===== config.mk =====
export PLATFORM = sky130hd
export DESIGN_NAME = fifo_wr_ctrl
export DESIGN_NICKNAME = d
export VERILOG_FILES = /design/src/rtl/fifo_wr_ctrl.sv
export SDC_FILE = /design/constraint.sdc
export NUM_CORES = 1
export LEC_CHECK = 0
export CORE_MARGIN = 8
export CORE_UTILIZATION = 30
export DETAILED_ROUTE_END_ITERATION = 6
export HOLD_SLACK_MARGIN = 0.05
export REMOVE_ABC_BUFFERS = 1
export SLEW_MARGIN = 0
export SYNTH_ARGS = -nofsm -noshare
export SYNTH_HDL_FRONTEND = slang
export SYNTH_SLANG_ARGS = --single-unit
export TNS_END_PERCENT = 5

===== constraint.sdc =====
create_clock -name W_CLK -period 2.7 [get_ports W_CLK]
set_clock_uncertainty 0.1 [all_clocks]
set_input_delay 0.54 -clock W_CLK [delete_from_list [all_inputs] [get_ports W_CLK]]
set_output_delay 0.54 -clock W_CLK [all_outputs]
set_load 0.05 [all_outputs]

===== src/rtl/fifo_wr_ctrl.sv =====
// Write-side controller of an asynchronous FIFO.
// Keeps the binary/Gray write pointer and drives the memory write enable and
// address. It also compares against the synchronised Gray read pointer to
// produce registered full, almost-full, occupancy and sticky overflow flags.
module fifo_wr_ctrl #(
  parameter int FIFO_DEPTH = 8,
  parameter int Address    = 3,
  parameter int AF_THRESH  = 6
) (
  input  logic               W_CLK,
  input  logic               W_RST,
  input  logic               W_INC,
  input  logic [Address:0]   WQ2_RPTR,
  input  logic               OVF_CLR,
  output logic               W_CKEN,
  output logic [Address-1:0] WR_ADDR,
  output logic [Address:0]   GRAY_WPTR,
  output logic               W_FULL,
  output logic               W_ALMOST_FULL,
  output logic [Address:0]   W_LEVEL,
  output logic               W_OVERFLOW
);

  localparam int PW = Address + 1;
  // An out-of-range threshold is clamped to the memory depth
  localparam int AF_LIM = (AF_THRESH > FIFO_DEPTH) ? FIFO_DEPTH : AF_THRESH;
  localparam logic [PW-1:0] AF_VAL = PW'(AF_LIM);

  logic [PW-1:0] wbin_reg;
  logic [PW-1:0] wbin_next;
  logic [PW-1:0] gray_next;
  logic [PW-1:0] rbin;
  logic [PW-1:0] level_next;
  logic [PW-1:0] full_match;
  logic          full_next;
  logic          af_next;
  logic          ovf_next;

  // Each binary bit of the read pointer is the XOR of all Gray bits at and above it
  genvar gi;
  generate
    for (gi = 0; gi < PW; gi++) begin : g_g2b
      assign rbin[gi] = ^WQ2_RPTR[PW-1:gi];
    end
  endgenerate

  // A write is only accepted while the registered full flag is clear
  assign W_CKEN  = W_INC & ~W_FULL;
  assign WR_ADDR = wbin_reg[Address-1:0];

  // Full occurs when the next write pointer is one lap ahead of the read pointer:
  // in Gray code that means the two MSBs differ and the rest match.
  assign full_match = {~WQ2_RPTR[PW-1:PW-2], WQ2_RPTR[PW-3:0]};

  // Next-pointer and next-flag computation from the post-write pointer
  always_comb begin
    wbin_next  = wbin_reg + {{Address{1'b0}}, W_CKEN};
    gray_next  = (wbin_next >> 1) ^ wbin_next;
    level_next = wbin_next - rbin;
    full_next  = (gray_next == full_match);
    af_next    = (level_next >= AF_VAL);
    ovf_next   = W_OVERFLOW;
    if (W_INC && W_FULL) begin
      ovf_next = 1'b1;
    end else if (OVF_CLR) begin
      ovf_next = 1'b0;
    end
  end

  // Pointer and flag registers, cleared asynchronously
  always_ff @(posedge W_CLK or negedge W_RST) begin
    if (!W_RST) begin
      wbin_reg      <= '0;
      GRAY_WPTR     <= '0;
      W_FULL        <= 1'b0;
      W_ALMOST_FULL <= 1'b0;
      W_LEVEL       <= '0;
      W_OVERFLOW    <= 1'b0;
    end else begin
      wbin_reg      <= wbin_next;
      GRAY_WPTR     <= gray_next;
      W_FULL        <= full_next;
      W_ALMOST_FULL <= af_next;
      W_LEVEL       <= level_next;
      W_OVERFLOW    <= ovf_next;
    end
  end

endmodule

### Word-level counts from Yosys, hierarchy flattened

Index checks and enable logic that the tools add are counted.

* register bits: 15
* input bits: 8
* output and inout port bits: 15
* logic and storage cells: 21

* add/subtract/negate cells: 2
* magnitude comparators: 1
* equality and inequality tests: 1
* multiplexer cells: 2
* bitwise operators: 4
* reductions and logical operators: 5

Operator list (count)
* $add 4x1->4: 1
* $eq 4x4->1: 1
* $ge 4x3->1 const B: 1
* $reduce_xor 4->1: 1
* $sub 4x4->4: 1
* $xor 3x4->4: 1
* $reduce_xor 3->1: 1
* $mux 1: 2
* $not 2->2: 1
* $reduce_bool 2->1: 1
* $reduce_xor 2->1: 1
* $and 1x1->1: 1
* $logic_and 1x1->1: 1
* $not 1->1: 1

### Depth between registers and ports, before layout

* word-level depth: 5
* gate-level depth with buffers: 8
* depth with buffers taken out: 8

### Worst setup path after synthesis

OpenSTA, ideal clock, no wires.

* path type: reg-to-reg
* from: reg W_FULL
* to: reg W_ALMOST_FULL
* library setup time: 0.132 ns
* data arrival time: 2.850 ns
* data required time: 2.468 ns
* path slack: -0.381 ns
* stages on the path, launching flop included: 9
* buffers on the path: 0
* period minus slack after synthesis: 3.081 ns
* path through: dfrtp_1 -> nor2b_1 -> ha_1 -> ha_1 -> inv_1 -> fa_1 -> inv_1 -> a22oi_1 -> o211ai_1

* cells in the longest elaborated chain, start to end: 5

RTL lines
* start: declaration: RTL line 18 `output logic W_FULL,`
* start signal: assignment: RTL line 82 `W_FULL <= full_next;`
* $not 1->1: RTL line 48 `assign W_CKEN = W_INC & ~W_FULL;`
* $and 1x1->1: RTL line 48
* via W_CKEN: RTL line 15 `output logic W_CKEN,`
* $add 4x1->4: RTL line 57 `wbin_next = wbin_reg + {{Address{1'b0}}, W_CKEN};`
* via wbin_next[1]: RTL line 30 `logic [PW-1:0] wbin_next;`
* $sub 4x4->4: RTL line 59 `level_next = wbin_next - rbin;`
* via level_next[1]: RTL line 33 `logic [PW-1:0] level_next;`
* $ge 4x3->1: RTL line 61 `af_next = (level_next >= AF_VAL);`
* via af_next: RTL line 36 `logic af_next;`
* end signal: assignment: RTL line 83 `W_ALMOST_FULL <= af_next;`
* end: declaration: RTL line 19 `output logic W_ALMOST_FULL,`

The timed path passes the listed nets, and every way through them passes these cells.
A chain may end at the register's enable or synchronous reset.

### Worst setup path in the final report

* from: in WQ2_RPTR[3]
* to: reg W_ALMOST_FULL

* cells in the longest elaborated chain, start to end: 3
* elaborated cells on any way between the ends: 5
* classes of those cells: add/sub (1); order compare (1); reduce/logical (3)

RTL lines
* start: declaration: RTL line 13 `input logic [Address:0] WQ2_RPTR,`
* $reduce_xor 4->1 or $reduce_xor 3->1 (tied branches): RTL line 43 `assign rbin[gi] = ^WQ2_RPTR[PW-1:gi];`
* $sub 4x4->4 *: RTL line 59
* via level_next[1]: RTL line 33
* $ge 4x3->1 *: RTL line 61
* via af_next: RTL line 36

The timed path passes the listed nets; every way through them passes the cells marked *.

==> out/results.tsv <==
metric	value	unit
yosysMostFrequentCell	dfrtp_1	
cts-htree-levels	1	
drt-met1-wl	663	µm
met3_length	80	µm
setup_viol	0	
end_kind	flop	
cts_sinks	14	
grt_usage	7.57	%
routedWlPerCell	11.9	µm
avgSynthCellArea	12.0	µm²
rsz0062_at_grt	false	
hpwl	1260	µm
die_h	64.5	µm
ctsHoldBuffers	0	
crit_buf_inv	2	
gp_congestion	0.804	
n_antenna_cell	0	
drive_above_1_share	19.4	%
cts_tree	yes	
yosysWarnings	0	
synthArstFlopShare	100	%
cp_max_fo	2	
post-cts-setup-buffers	0	
met2_length	723	µm
critical_path.slowest_cell	fa_1	
vias	552	
synth_ff_type	dfrtp_1	
fin_crit_sh	95.1	%
setup_tns	0	ps
cts_buffer_depth	2	
max-slew-margin-rel	57.5	%
grt-ovfl-total	0	
min_path_type	flop to flop	
ys_top_cells_by_area	dfrtp_1 (50%), xnor2_1 (9.9%), ha_1 (8.9%)	
slowest_delay	510	ps
core	2210	µm²
grt_max_degree	15	
crit_type	input port to flop	
crit_path_start_kind	input port	
fin_area	1100	µm²
fin_crit	2570	ps
routed_wl	1500	µm
io_buffers	22	
netlist_instances	59	
nets	114	
antenna_left	0	
placed_area	1080	µm²
clk_pin_slew	80	ps
ys_ff_latch	14	
fp-row-count	17	
grt_pass1_wl	2530	µm
final-hold-violation-count	0	
synth_top_area_cell	dfrtp_1	
viasPerCell	4.38	
syn_area	706	µm²
synth_edf_count	0	
drt_iter0_drc	0	
cpLargestDelayFamily	adder cells	
die_x	64.5	µm
cts-root-buf	clkbuf_4	
drc_errors	0	
antenna_found_initial	0	
seq_area_frac_synth	49.6	%
crit_arrival	2630	ps
crit_chain	clkdlybuf4s50_1, xnor2_1, xor2_1, xnor2_1, ha_1, fa_1, inv_1, a22oi_1, o211ai_1	
start_util	31.9	%
dieArea	4160	µm²
cts_resized	0	
crit_required	2760	ps
synthTopCellsByCount	dfrtp_1 (14), inv_1 (8), xnor2_1 (8)	
grt_pass1_vias	571	
cp_common_cell	xnor2_1	
ioPinCount	23	
finalMaxSlewViolations	0	
outcome	finished, final reports clean	
timing.fmax	389	MHz
clock_latency	280	ps
synth_cell_types	20	
drv_cap	0	
dr.pass1.iters	1	
area_growth	55.7	%
synth_top_area_share	49.6	%
worst_pin_slew	636	ps
cts_buffers	3	
top_layer	met4	
## final timing paths
| kind | from | to | slack [ps] | depth (start not counted) |
|---|---|---|---|---|
| worst max-delay path | WQ2_RPTR[3] | W_ALMOST_FULL | 130 | 9 |
| max in group asynchronous | W_RST | W_LEVEL[0] | 1540 | 1 |
| worst min-delay path | W_FULL | W_OVERFLOW | 410 | 2 |
| worst min register to register | W_FULL | W_OVERFLOW | 410 | 2 |
| worst max register to register | W_FULL | W_ALMOST_FULL | 580 | 8 |
| min in group asynchronous | W_RST | wbin_reg[2] | 550 | 1 |
## placed cells by master, fill, tap and decap left out
cell and instances:
nand3_1 1, xnor2_1 8, a21o_1 1, dfrtp_1 14
a22oi_1 1, o211ai_1 1, nor3_1 2, fa_1 1
buf_12 1, clkbuf_4 3, inv_1 8, buf_4 14
xor2_1 7, nor2b_1 1, and3_1 1, a21oi_1 2
o211a_1 1, clkdlybuf4s50_1 21, a211o_1 1, a21boi_0 1
o21ai_0 1, nand2_1 1, xor2_2 1, ha_1 5
## layout make-up
type | count | area, µm²
Fill cell | 227 | 1110
Sequential cell | 14 | 350
Inverter | 8 | 30.0
Clock buffer | 3 | 22.5
Timing Repair Buffer | 36 | 335
Multi-Input combinational cell | 37 | 325
Tap cell | 28 | 35.0
## routing by layer
metal,track usage (%),vias to the layer above
met2,13.2,13
met5,0,-
met3,2.23,5
li1,-,274
met4,4.09,0
met1,8.05,260
## metrics by stage
stage          std cells  worst slack (ps)  util (%)  hold slack [ps]
2_1_floorplan         59              -381         -              144
3_3_place_gp         123              -136      48.6              398
3_5_place_dp         123              -188      48.6              399
4_1_cts              126               112      49.7              418
5_1_grt              126              26.0      49.7              438
6_report             126               132      49.7              409
## kinds of logic (layout without fill, tap and decap cells)
group,Yosys count,after routing,share of synthesized area [%]
DFF,14,14,49.6
and+or+nand+nor,6,6,4.43
buffers and inverters,8,47,4.26
AOI/OAI and AO/OA,9,9,9.04
xor gates and xnor gates,16,16,20.9
adders and majority gates,6,6,11.7
## worst min-delay path, cell delays in order (launching register included)
cell     delay [ps]
dfrtp_1         370
nand2_1          50
o21ai_0          60
Power is left out: the tool's default activity adds up to more than one toggle a clock period on the data nets, which glitch-free logic cannot reach.
